==> src/rtl/mem_access_stage.sv <==
// Pipeline MEM stage: word load/store over a req/ack memory port, with
// stall/bubble generation, misalignment flagging and bus-timeout abort.
module mem_access_stage #(
   parameter int unsigned TIMEOUT = 16
) (
   input  logic        clk,
   input  logic        rst,
   input  logic        MemReadIn,
   input  logic        MemWriteIn,
   input  logic [1:0]  WBIn,
   input  logic [31:0] ALUResultIn,
   input  logic [31:0] WriteDataIn,
   input  logic [4:0]  RegDstIn,
   input  logic        MemAck,
   input  logic [31:0] MemRData,
   output logic [1:0]  WBOut,
   output logic [31:0] MemReadDataOut,
   output logic [31:0] ALUResultOut,
   output logic [4:0]  RegDstOut,
   output logic        Stall,
   output logic        MemReq,
   output logic        MemWe,
   output logic [31:0] MemAddr,
   output logic [31:0] MemWData,
   output logic        MisalignErr,
   output logic        BusErr
);
   localparam int unsigned CNT_W = $clog2(TIMEOUT);

   typedef enum logic [1:0] {S_IDLE, S_WAIT, S_DONE} state_t;

   state_t           state, state_nxt;
   logic [CNT_W-1:0] cnt;
   logic [31:0]      rdata_q;
   logic             err_q;
   logic             access, aligned, timeout_hit;

   assign ALUResultOut = ALUResultIn;
   assign RegDstOut    = RegDstIn;

   always_comb begin
      access         = MemReadIn | MemWriteIn;
      aligned        = (ALUResultIn[1:0] == 2'b00);
      timeout_hit    = (cnt == CNT_W'(TIMEOUT - 1));
      state_nxt      = state;
      Stall          = 1'b0;
      WBOut          = WBIn;
      MemReadDataOut = '0;
      MisalignErr    = 1'b0;
      BusErr         = 1'b0;
      unique case (state)
         S_IDLE: begin
            if (access) begin
               WBOut = '0;
               if (!aligned) begin
                  MisalignErr = 1'b1;
               end else begin
                  Stall     = 1'b1;
                  state_nxt = S_WAIT;
               end
            end
         end
         S_WAIT: begin
            Stall = 1'b1;
            WBOut = '0;
            // ack takes priority over the timeout in the same cycle
            if (MemAck || timeout_hit) state_nxt = S_DONE;
         end
         S_DONE: begin
            MemReadDataOut = rdata_q;
            BusErr         = err_q;
            if (err_q) WBOut = '0;
            state_nxt      = S_IDLE;
         end
         default: state_nxt = S_IDLE;
      endcase
   end

   always_ff @(posedge clk) begin
      if (rst) state <= S_IDLE;
      else     state <= state_nxt;
   end

   always_ff @(posedge clk) begin
      if (rst) begin
         MemReq   <= 1'b0;
         MemWe    <= 1'b0;
         MemAddr  <= '0;
         MemWData <= '0;
         rdata_q  <= '0;
         cnt      <= '0;
         err_q    <= 1'b0;
      end else begin
         unique case (state)
            S_IDLE: begin
               if (access && aligned) begin
                  MemReq   <= 1'b1;
                  MemWe    <= MemWriteIn;
                  MemAddr  <= ALUResultIn;
                  MemWData <= WriteDataIn;
                  cnt      <= '0;
               end
            end
            S_WAIT: begin
               if (MemAck) begin
                  rdata_q <= MemWe ? '0 : MemRData;
                  err_q   <= 1'b0;
                  MemReq  <= 1'b0;
               end else if (timeout_hit) begin
                  rdata_q <= '0;
                  err_q   <= 1'b1;
                  MemReq  <= 1'b0;
               end else begin
                  cnt <= cnt + CNT_W'(1);
               end
            end
            default: ;
         endcase
      end
   end
endmodule

==> config.mk <==
export PLATFORM = sky130hd
export DESIGN_NAME = mem_access_stage
export DESIGN_NICKNAME = d
export VERILOG_FILES = /design/src/rtl/mem_access_stage.sv
export SDC_FILE = /design/constraint.sdc
export NUM_CORES = 1
export LEC_CHECK = 0
export BUFFER_PORTS_ARGS = -buffer_cell sky130_fd_sc_hd__buf_2
export CAP_MARGIN = 15
export CORE_MARGIN = 5
export CORE_UTILIZATION = 44
export CTS_CLUSTER_SIZE = 12
export DETAILED_ROUTE_END_ITERATION = 10
export PLACE_DENSITY = 0.8
export SLEW_MARGIN = 20
export SYNTH_ARGS = -nofsm -noshare
export SYNTH_HDL_FRONTEND = slang
export SYNTH_SLANG_ARGS = --single-unit
==> constraint.sdc <==
create_clock -name clk -period 2.4 [get_ports clk]
set_input_delay 0.72 -clock clk [delete_from_list [all_inputs] [get_ports clk]]
set_output_delay 0.72 -clock clk [all_outputs]
set_load 0.03 [all_outputs]
==> results.cfg, run 1 <==
[floorplan]
initial_core_util_pct = 44.31
pin_count = 248
dieArea_sq_um = 11780
die_y_microns = 108.5
coreArea_sq_um = 9639
row_count = 36
die_w_microns = 108.5

[synth]
yosysWarnings = 0
ys_top_cells_by_area = dfxtp_1 (49%), nand2_1 (14%), a21oi_1 (11%)
synth-seq-cells = 105
ys_top_cells_by_count = nand2_1 (160), dfxtp_1 (105), a21oi_1 (95), buf_4 (42), nand3_1 (35)
synthFlopType = dfxtp_1
synth_xor_area_share_pct = 0.4101
syn-cell-area_sq_um = 4272
async_flop_share_pct = 0
synth_compound_area_share_pct = 12.92
syn_inst = 541
synth_top_family_by_area = simple AND/OR/NAND/NOR gates
syn_avg_cell_area_sq_um = 7.896
synth_most_common_cell = nand2_1
synth_area_leader_cell = dfxtp_1
synth_cell_type_count = 30
synth_edf_count = 0
synth.area.mux_share_pct = 0.2343
ys_seq_area_share_pct = 49.21
synth-simple-area-share_pct = 26.39
synth_nets = 650
synth_fa_ha_area_share_pct = 0.2929
synth_top_area_share_pct = 49.21

[critical_path]
reg2reg_to = MemAddr[10]
cp-start-kind = input port
worstPathRequired_ns = 1.68
end_kind = primary output
max_stage_delay_ns = 0.28
cp_cell_sequence = buf_6 -> or2_4 -> o31a_1 -> nor2b_1 -> buf_4
crit_fanout = 3
r2r-start = state[1]
cp.arrival_ns = 1.67
criticalPathCategory = input port to primary output
startpoint = MemWriteIn
crit_slowest_cell = o31a_1
worst-r2r-setup-slack_ns = 0.70
reg2regPathDepth = 6

[sta]
clock_skew_ns = 0.01057
post-route-min-period_ns = 2.394
hold_slack_ns = 0.4499
worst_pin_slew_ns = 0.6157
hold_viol = 0
final_max_slew_viol_count = 0
rsz0062_at_grt = no
max-slew-margin-rel_pct = 58.96
setup_viol = 0
finalSetupTns_ns = 0
period_share_pct = 99.76
fmax_mhz = 417.7

[detailed_routing]
via_count = 4204
drtIter0Drc = 232
detail-route-antenna-nets = 0
first_pass_iters = 5
drc = 0
wl_per_cell_microns = 13.98
vias_per_cell = 4.866
wl_mm = 12.08

[clocking]
cts_tree = yes
htreeDepth = 3
clk_latency_ns = 0.35
cts_sinks = 105
cts_made_buffers = 9
cts_hold_buffers = 0
cts-root-buf = clkbuf_8
cts.path.max_buffers = 2
clk_pin_slew_ns = 0.09

[worst_hold_path]
hold_depth = 2
hold_class = flip-flop to flip-flop
min_from = rdata_q[31]
hold_end = rdata_q[31]

[global_routing]
gr-total-overflow = 0
antenna_found_initial = 0
grt_pass1_wl_mm = 18.33
grtUsageTotal_pct = 19.33
grt_pass1_vias = 4022
grt_max_degree = 63

[placement]
portBuffers = 237
place_area_sq_um = 5316
hpwl_mm = 8.923
gp_congestion = 0.7993

[layout]
antenna-diode-count = 0
n_fill_cell = 920
syn_to_final_growth_pct = 28.94
nets = 835
drive_above_1_share_pct = 37.35
fin_area_sq_um = 5508

[outcome]
status = finished, final reports clean

[power]
vdd_ir_drop_max_mv = 0.3466
p_per_area_nw_per_um2 = 610.9
p_leak_nw = 2.538

[flow_run]
maxCapViolCount = 0
==> critical path, delay by kind of cell <==
kind,cells,cell delay (ns)
AOI/OAI and AO/OA,1,0.28
and+or+nand+nor,2,0.41
buffers and inverters,2,0.27
==> cell usage in the layout, fill, tap and decap left out, types with 6 or more instances in the layout <==
cell / instances
nor2_1: 6
and2_1: 33
buf_2: 233
buf_4: 12
nand3_1: 35
a21oi_1: 95
clkbuf_8: 10
dfxtp_1: 104
nand2_1: 158
==> kinds of logic after synthesis <==
| logic type | count (synthesis) |
|---|---|
| multiplexers | 1 |
| adder cells (fa/ha/maj) | 1 |
| buffers and inverters | 76 |
| flip-flops | 105 |
| AO/OA/AOI/OAI | 105 |
| XOR/XNOR | 2 |
| AND/OR/NAND/NOR | 251 |
==> sequential cells by signal, indices dropped and copies added (netlist names) <==
name      flops
MemWe         1
cnt           4
err_q         1
MemReq        1
rdata_q      32
MemWData     32
state         2
MemAddr      32
==> layer usage <==
layer	global-route usage [%]	up-vias	share of wire, %
li1	-	2083	-
met5	0	-	0
met2	34.55	177	52
met3	3.701	27	6.7
met1	21.68	1917	39
met4	10.01	0	2.4
==> power by group <==
group	internal (mW)	leakage, nW	total (mW)	switching, mW
clock	0.408	0.0826	0.993	0.586
combinational	0.179	1.60	0.545	0.366
sequential	1.80	0.853	1.83	0.0292
total	2.38	2.54	3.36	0.980
==> per-stage QoR <==
step           std cells  power [mW]  worst slack [ns]  util [%]
4_1_cts              864       3.395          0.002879     57.05
5_1_grt              864       3.519          0.007535     57.14
6_report             864       3.365          0.005664     57.14
3_3_place_gp         848       2.395          -0.02538     55.15
3_5_place_dp         848       2.410          -0.07674     55.15
2_1_floorplan        541       2.242          -0.02689         -
==> repair_timing <==
item,in CTS,in global routing
setup endpoints to repair,35,19
resized for setup,5,2
pin swaps,0,0
setup buffers,0,0
==> final cells by class <==
type | instances | area (sq um) | share of cell area (%)
Sequential cell | 105 | 2103 | 38.19
Multi-Input combinational cell | 360 | 1733 | 31.46
Timing Repair Buffer | 249 | 1328 | 24.10
Tap cell | 133 | 166.4 | 3.021
Clock buffer | 12 | 145.1 | 2.635
Clock inverter | 4 | 28.78 | 0.5225
Inverter | 1 | 3.754 | 0.06815
==> worst max-delay path by stage <==
stage,to,slack (ns),cells after the start
3_5_place_dp,WBOut[0],-0.08,5
3_3_place_gp,WBOut[1],-0.03,5
5_1_grt,WBOut[0],0.008,5
2_1_floorplan,WBOut[0],-0.03,3
6_report,WBOut[0],0.006,5
4_1_cts,WBOut[0],0.003,5
Power figures use the tool's default switching activity.
==> run 2: changes to the inputs <==
--- a/config.mk
+++ b/config.mk
@@ -12,6 +12,7 @@
 export CTS_CLUSTER_SIZE = 12
 export DETAILED_ROUTE_END_ITERATION = 10
 export PLACE_DENSITY = 0.8
+export RECOVER_POWER = 50
 export SLEW_MARGIN = 20
 export SYNTH_ARGS = -nofsm -noshare
 export SYNTH_HDL_FRONTEND = slang
==> run 2 against run 1 <==
Core utilization down 1.5 points. Cell area down 2.6%. Sequential power about the same. Combinational power down 4.2%. Worst hold slack about the same. Die area unchanged. Global-route usage unchanged. Critical path depth unchanged. Critical path type unchanged. Critical endpoint unchanged. Largest cell class unchanged. Highest routed layer unchanged.
==> results.cfg, run 2 (synthesis gave the netlist of run 1 again) <==
[layout]
final_cell_mix = nand2_1 (158), buf_2 (136), dfxtp_1 (104)
top_regs = MemAddr (32), MemWData (32), rdata_q (32)
drive_above_1_share_pct = 23.39
final_util_pct = 55.65
syn_to_final_growth_pct = 25.57
nets = 835
fin_cells = 864
antenna-diode-count = 0
layout_commonest_cell = nand2_1
fin_area_sq_um = 5364

[critical_path]
crit_fanout = 3
worstPathRequired_ns = 1.68
worst-r2r-setup-slack_ns = 0.32
cp.arrival_ns = 1.67
cp-start-kind = input port
criticalPathCategory = input port to primary output
r2r-start = state[1]
reg2regPathDepth = 6
end_kind = primary output
reg2reg_to = MemAddr[22]

[detailed_routing]
wl_per_cell_microns = 14.09
vias_per_cell = 4.854
first_pass_iters = 5
drc = 0
via_count = 4194
drtIter0Drc = 264
detail-route-antenna-nets = 0
wl_mm = 12.18

[placement]
gp_congestion = 0.7993
place_area_sq_um = 5316
portBuffers = 237
hpwl_mm = 8.923
dp.cells = 848
dp_slack_ns = -0.07674

[sta]
rsz0062_at_grt = no
hold_slack_ns = 0.4497
worst_pin_slew_ns = 0.7210
setup_viol = 0
period_share_pct = 99.47
hold_viol = 0
final_max_slew_viol_count = 0
clock_skew_ns = 0.01043
fmax_mhz = 418.9
layout_setup_ws_ns = 0.01282
finalSetupTns_ns = 0
post-route-min-period_ns = 2.387
max-slew-margin-rel_pct = 51.93

[worst_hold_path]
min_from = rdata_q[31]
hold_depth = 2
hold_end = rdata_q[31]
hold_class = flip-flop to flip-flop

[clocking]
cts_hold_buffers = 0
post_cts_buffers = 0
cts-root-buf = clkbuf_8
cts.repair.resized = 5
clk_latency_ns = 0.35
cts_tree = yes
cts_sinks = 105
cts_made_buffers = 9
clk_pin_slew_ns = 0.09
cts.path.max_buffers = 2
htreeDepth = 3

[floorplan]
dieArea_sq_um = 11780
coreArea_sq_um = 9639
die_y_microns = 108.5
initial_core_util_pct = 44.31
die_w_microns = 108.5
row_count = 36
pin_count = 248

[power]
p_per_area_nw_per_um2 = 622.9
vdd_ir_drop_max_mv = 0.3406
total_power_mw = 3.341
p_leak_nw = 2.162

[global_routing]
grtUsageTotal_pct = 19.33
grt_max_degree = 63
met2_usage_pct = 34.55
grt_busiest_layer = met2
antenna_found_initial = 0
grt_pass1_vias = 4022
gr-usage-met3_pct = 3.701
grt_use_met1_pct = 21.68
gr-total-overflow = 0
grt_pass1_wl_mm = 18.33

[flow_run]
maxCapViolCount = 0

[outcome]
status = finished, final reports clean
[run 2: layout make-up]
cell class	count	area, sq um
clock buffers	12	145.1
clock inverters	4	28.78
fillers	986	4275
inverters	1	3.754
multi-input cells	360	1724
flip-flops and latches	105	2103
well taps	133	166.4
repair buffers	249	1192
[run 2: worst max-delay path by stage]
stage                     to  slack [ns]  cells after the start  startpoint
finish              WBOut[0]        0.01                      5  MemWriteIn
global route        WBOut[0]       0.009                      5   MemReadIn
floorplan           WBOut[0]       -0.03                      3  MemWriteIn
CTS                 WBOut[0]       0.003                      5  MemWriteIn
detailed placement  WBOut[0]       -0.08                      5  MemWriteIn
global placement    WBOut[1]       -0.03                      5  MemWriteIn
[run 2: layer usage]
metal / share of wire, % / vias up
met4: 2.6 / 0
met3: 6.4 / 31
li1: - / 2084
met2: 52 / 172
met5: 0 / -
met1: 39 / 1907
[run 2: worst max-delay path: stages]
cell and delay, ns:
buf_6 0.09, or2_4 0.26, o31a_1 0.28, nor2b_1 0.14
buf_4 0.18
[run 2: power breakdown]
part | switching [mW] | total, mW | internal, mW
logic | 0.367 | 0.522 | 0.155
clock network | 0.584 | 0.991 | 0.408
registers | 0.0306 | 1.83 | 1.80
total | 0.981 | 3.34 | 2.36
==> run 3: changes to the inputs <==
--- a/config.mk
+++ b/config.mk
@@ -5,13 +5,15 @@
 export SDC_FILE = /design/constraint.sdc
 export NUM_CORES = 1
 export LEC_CHECK = 0
+export ABC_CLOCK_PERIOD_IN_PS = 2400
 export BUFFER_PORTS_ARGS = -buffer_cell sky130_fd_sc_hd__buf_2
 export CAP_MARGIN = 15
 export CORE_MARGIN = 5
-export CORE_UTILIZATION = 44
+export CORE_UTILIZATION = 40
 export CTS_CLUSTER_SIZE = 12
 export DETAILED_ROUTE_END_ITERATION = 10
-export PLACE_DENSITY = 0.8
+export MAX_ROUTING_LAYER = met4
+export PLACE_DENSITY = 0.74
 export RECOVER_POWER = 50
 export SLEW_MARGIN = 20
 export SYNTH_ARGS = -nofsm -noshare
==> run 3 against run 2 <==
Setup slack gained 0.040 ns. Cell count stayed put. Count of clock-buffer cells in the layout down 3.
==> results.cfg, run 3 (synthesis gave the netlist of run 1 again) <==
[detailed_routing]
met2WireLength_mm = 6.321
detail-route-antenna-nets = 0
vias_per_cell = 4.829
wl_mm = 12.00
first_pass_iters = 5
wl_per_cell_microns = 13.89
dr_wl_met3_microns = 789
drtIter0Drc = 179
dr.max_layer_used = met4
drc = 0
wl_met1_mm = 4.614
via_count = 4172

[placement]
gp_congestion = 0.8073
dp.cells = 851
hpwl_mm = 8.877
place_area_sq_um = 5308
dp_slack_ns = -0.03025
portBuffers = 237

[sta]
period_share_pct = 97.81
worst_pin_slew_ns = 0.6214
clock_skew_ns = 0.01056
setup_viol = 0
finalSetupTns_ns = 0
hold_viol = 0
final_max_slew_viol_count = 0
layout_setup_ws_ns = 0.05261
max-slew-margin-rel_pct = 58.57
post-route-min-period_ns = 2.347
fmax_mhz = 426.0
rsz0062_at_grt = yes

[layout]
syn_to_final_growth_pct = 28.41
nets = 835
layout_commonest_cell = buf_2
fin_cells = 864
top_regs = MemAddr (32), MemWData (32), rdata_q (32)
final_cell_mix = buf_2 (233), nand2_1 (158), dfxtp_1 (104)
drive_above_1_share_pct = 36.81
multi_input_area_sq_um = 1724
n_fill_cell = 1001
fin_area_sq_um = 5485
antenna-diode-count = 0
seq_area_sq_um = 2103

[flow_run]
maxCapViolCount = 0

[critical_path]
worst-r2r-setup-slack_ns = 0.48
crit_fanout = 2
startpoint = MemReadIn
criticalPathCategory = input port to primary output
reg2reg_to = MemWData[22]
reg2regPathDepth = 6
r2r-start = state[1]
end_kind = primary output
worstPathRequired_ns = 1.68
crit_path_end = WBOut[0]
cp-start-kind = input port
cp.arrival_ns = 1.63

[floorplan]
dieArea_sq_um = 12850
pin_count = 248
die_y_microns = 113.3
die_w_microns = 113.3
coreArea_sq_um = 10370
initial_core_util_pct = 41.19
row_count = 37

[clocking]
cts_hold_buffers = 0
cts_made_buffers = 9
cts.path.max_buffers = 2
cts_tree = yes
cts-root-buf = clkbuf_8
cts_sinks = 105
htreeDepth = 3
post_cts_buffers = 0
clk_latency_ns = 0.36
clk_pin_slew_ns = 0.09

[power]
p_leak_nw = 2.533
p_per_area_nw_per_um2 = 617.7
vdd_ir_drop_max_mv = 0.3102

[global_routing]
grt_pass1_wl_mm = 18.41
antenna_found_initial = 0
grt_pass1_vias = 3912
grtUsageTotal_pct = 18.00
grt_max_degree = 63
gr-total-overflow = 0

[worst_hold_path]
min_from = rdata_q[6]
hold_class = flip-flop to flip-flop

[outcome]
status = finished, final reports clean
run 3: worst max-delay path, stage by stage:
cell     delay [ns]
buf_2          0.11
or2_4          0.23
o31a_1         0.28
nor2b_1        0.12
buf_4          0.17
run 3: per-layer routing:
layer	vias to the layer above	track usage [%]
met2	169	32.42
met1	1900	19.67
met3	24	2.620
met4	0	7.692
li1	2079	-
met5	-	-
run 3: worst min path at each step:
stage                  end  depth (start not counted)
3_5_place_dp    rdata_q[6]                          2
3_3_place_gp   rdata_q[18]                          2
4_1_cts         rdata_q[9]                          2
5_1_grt         rdata_q[9]                          2
6_report        rdata_q[6]                          2
2_1_floorplan   rdata_q[0]                          2
run 3: cell type report:
cell class	count	share of cell area, %
tap	136	3.102
sequential	105	38.34
inverter	1	0.06843
multi-input combinational	360	31.43
clock inverter	4	0.8668
clock buffer	9	2.258
timing repair buffer	249	23.93
run 3: where the power goes:
| part | total, mW | switching (mW) | leakage, nW | internal, mW |
|---|---|---|---|---|
| registers | 1.83 | 0.0293 | 0.853 | 1.80 |
| clock network | 1.03 | 0.563 | 0.0868 | 0.462 |
| logic | 0.537 | 0.361 | 1.59 | 0.176 |
| total | 3.39 | 0.953 | 2.53 | 2.44 |
run 3: stage by stage:
step / power [mW] / hold slack [ns] / utilization, %
after global routing: 3.543 / 0.4730 / 52.90
after detailed placement: 2.410 / 0.4391 / 51.18
after CTS: 3.438 / 0.4519 / 52.90
after global placement: 2.396 / 0.4332 / 51.18
after floorplan: 2.242 / 0.4273 / -
final: 3.388 / 0.4493 / 52.90
run 3: what timing repair did:
item	4_1_cts	5_1_grt
pin swaps	0	0
gates resized for setup	4	3
endpoints found under the setup margin	35	20
gates cloned	0	0
endpoints found under the hold margin	0	0
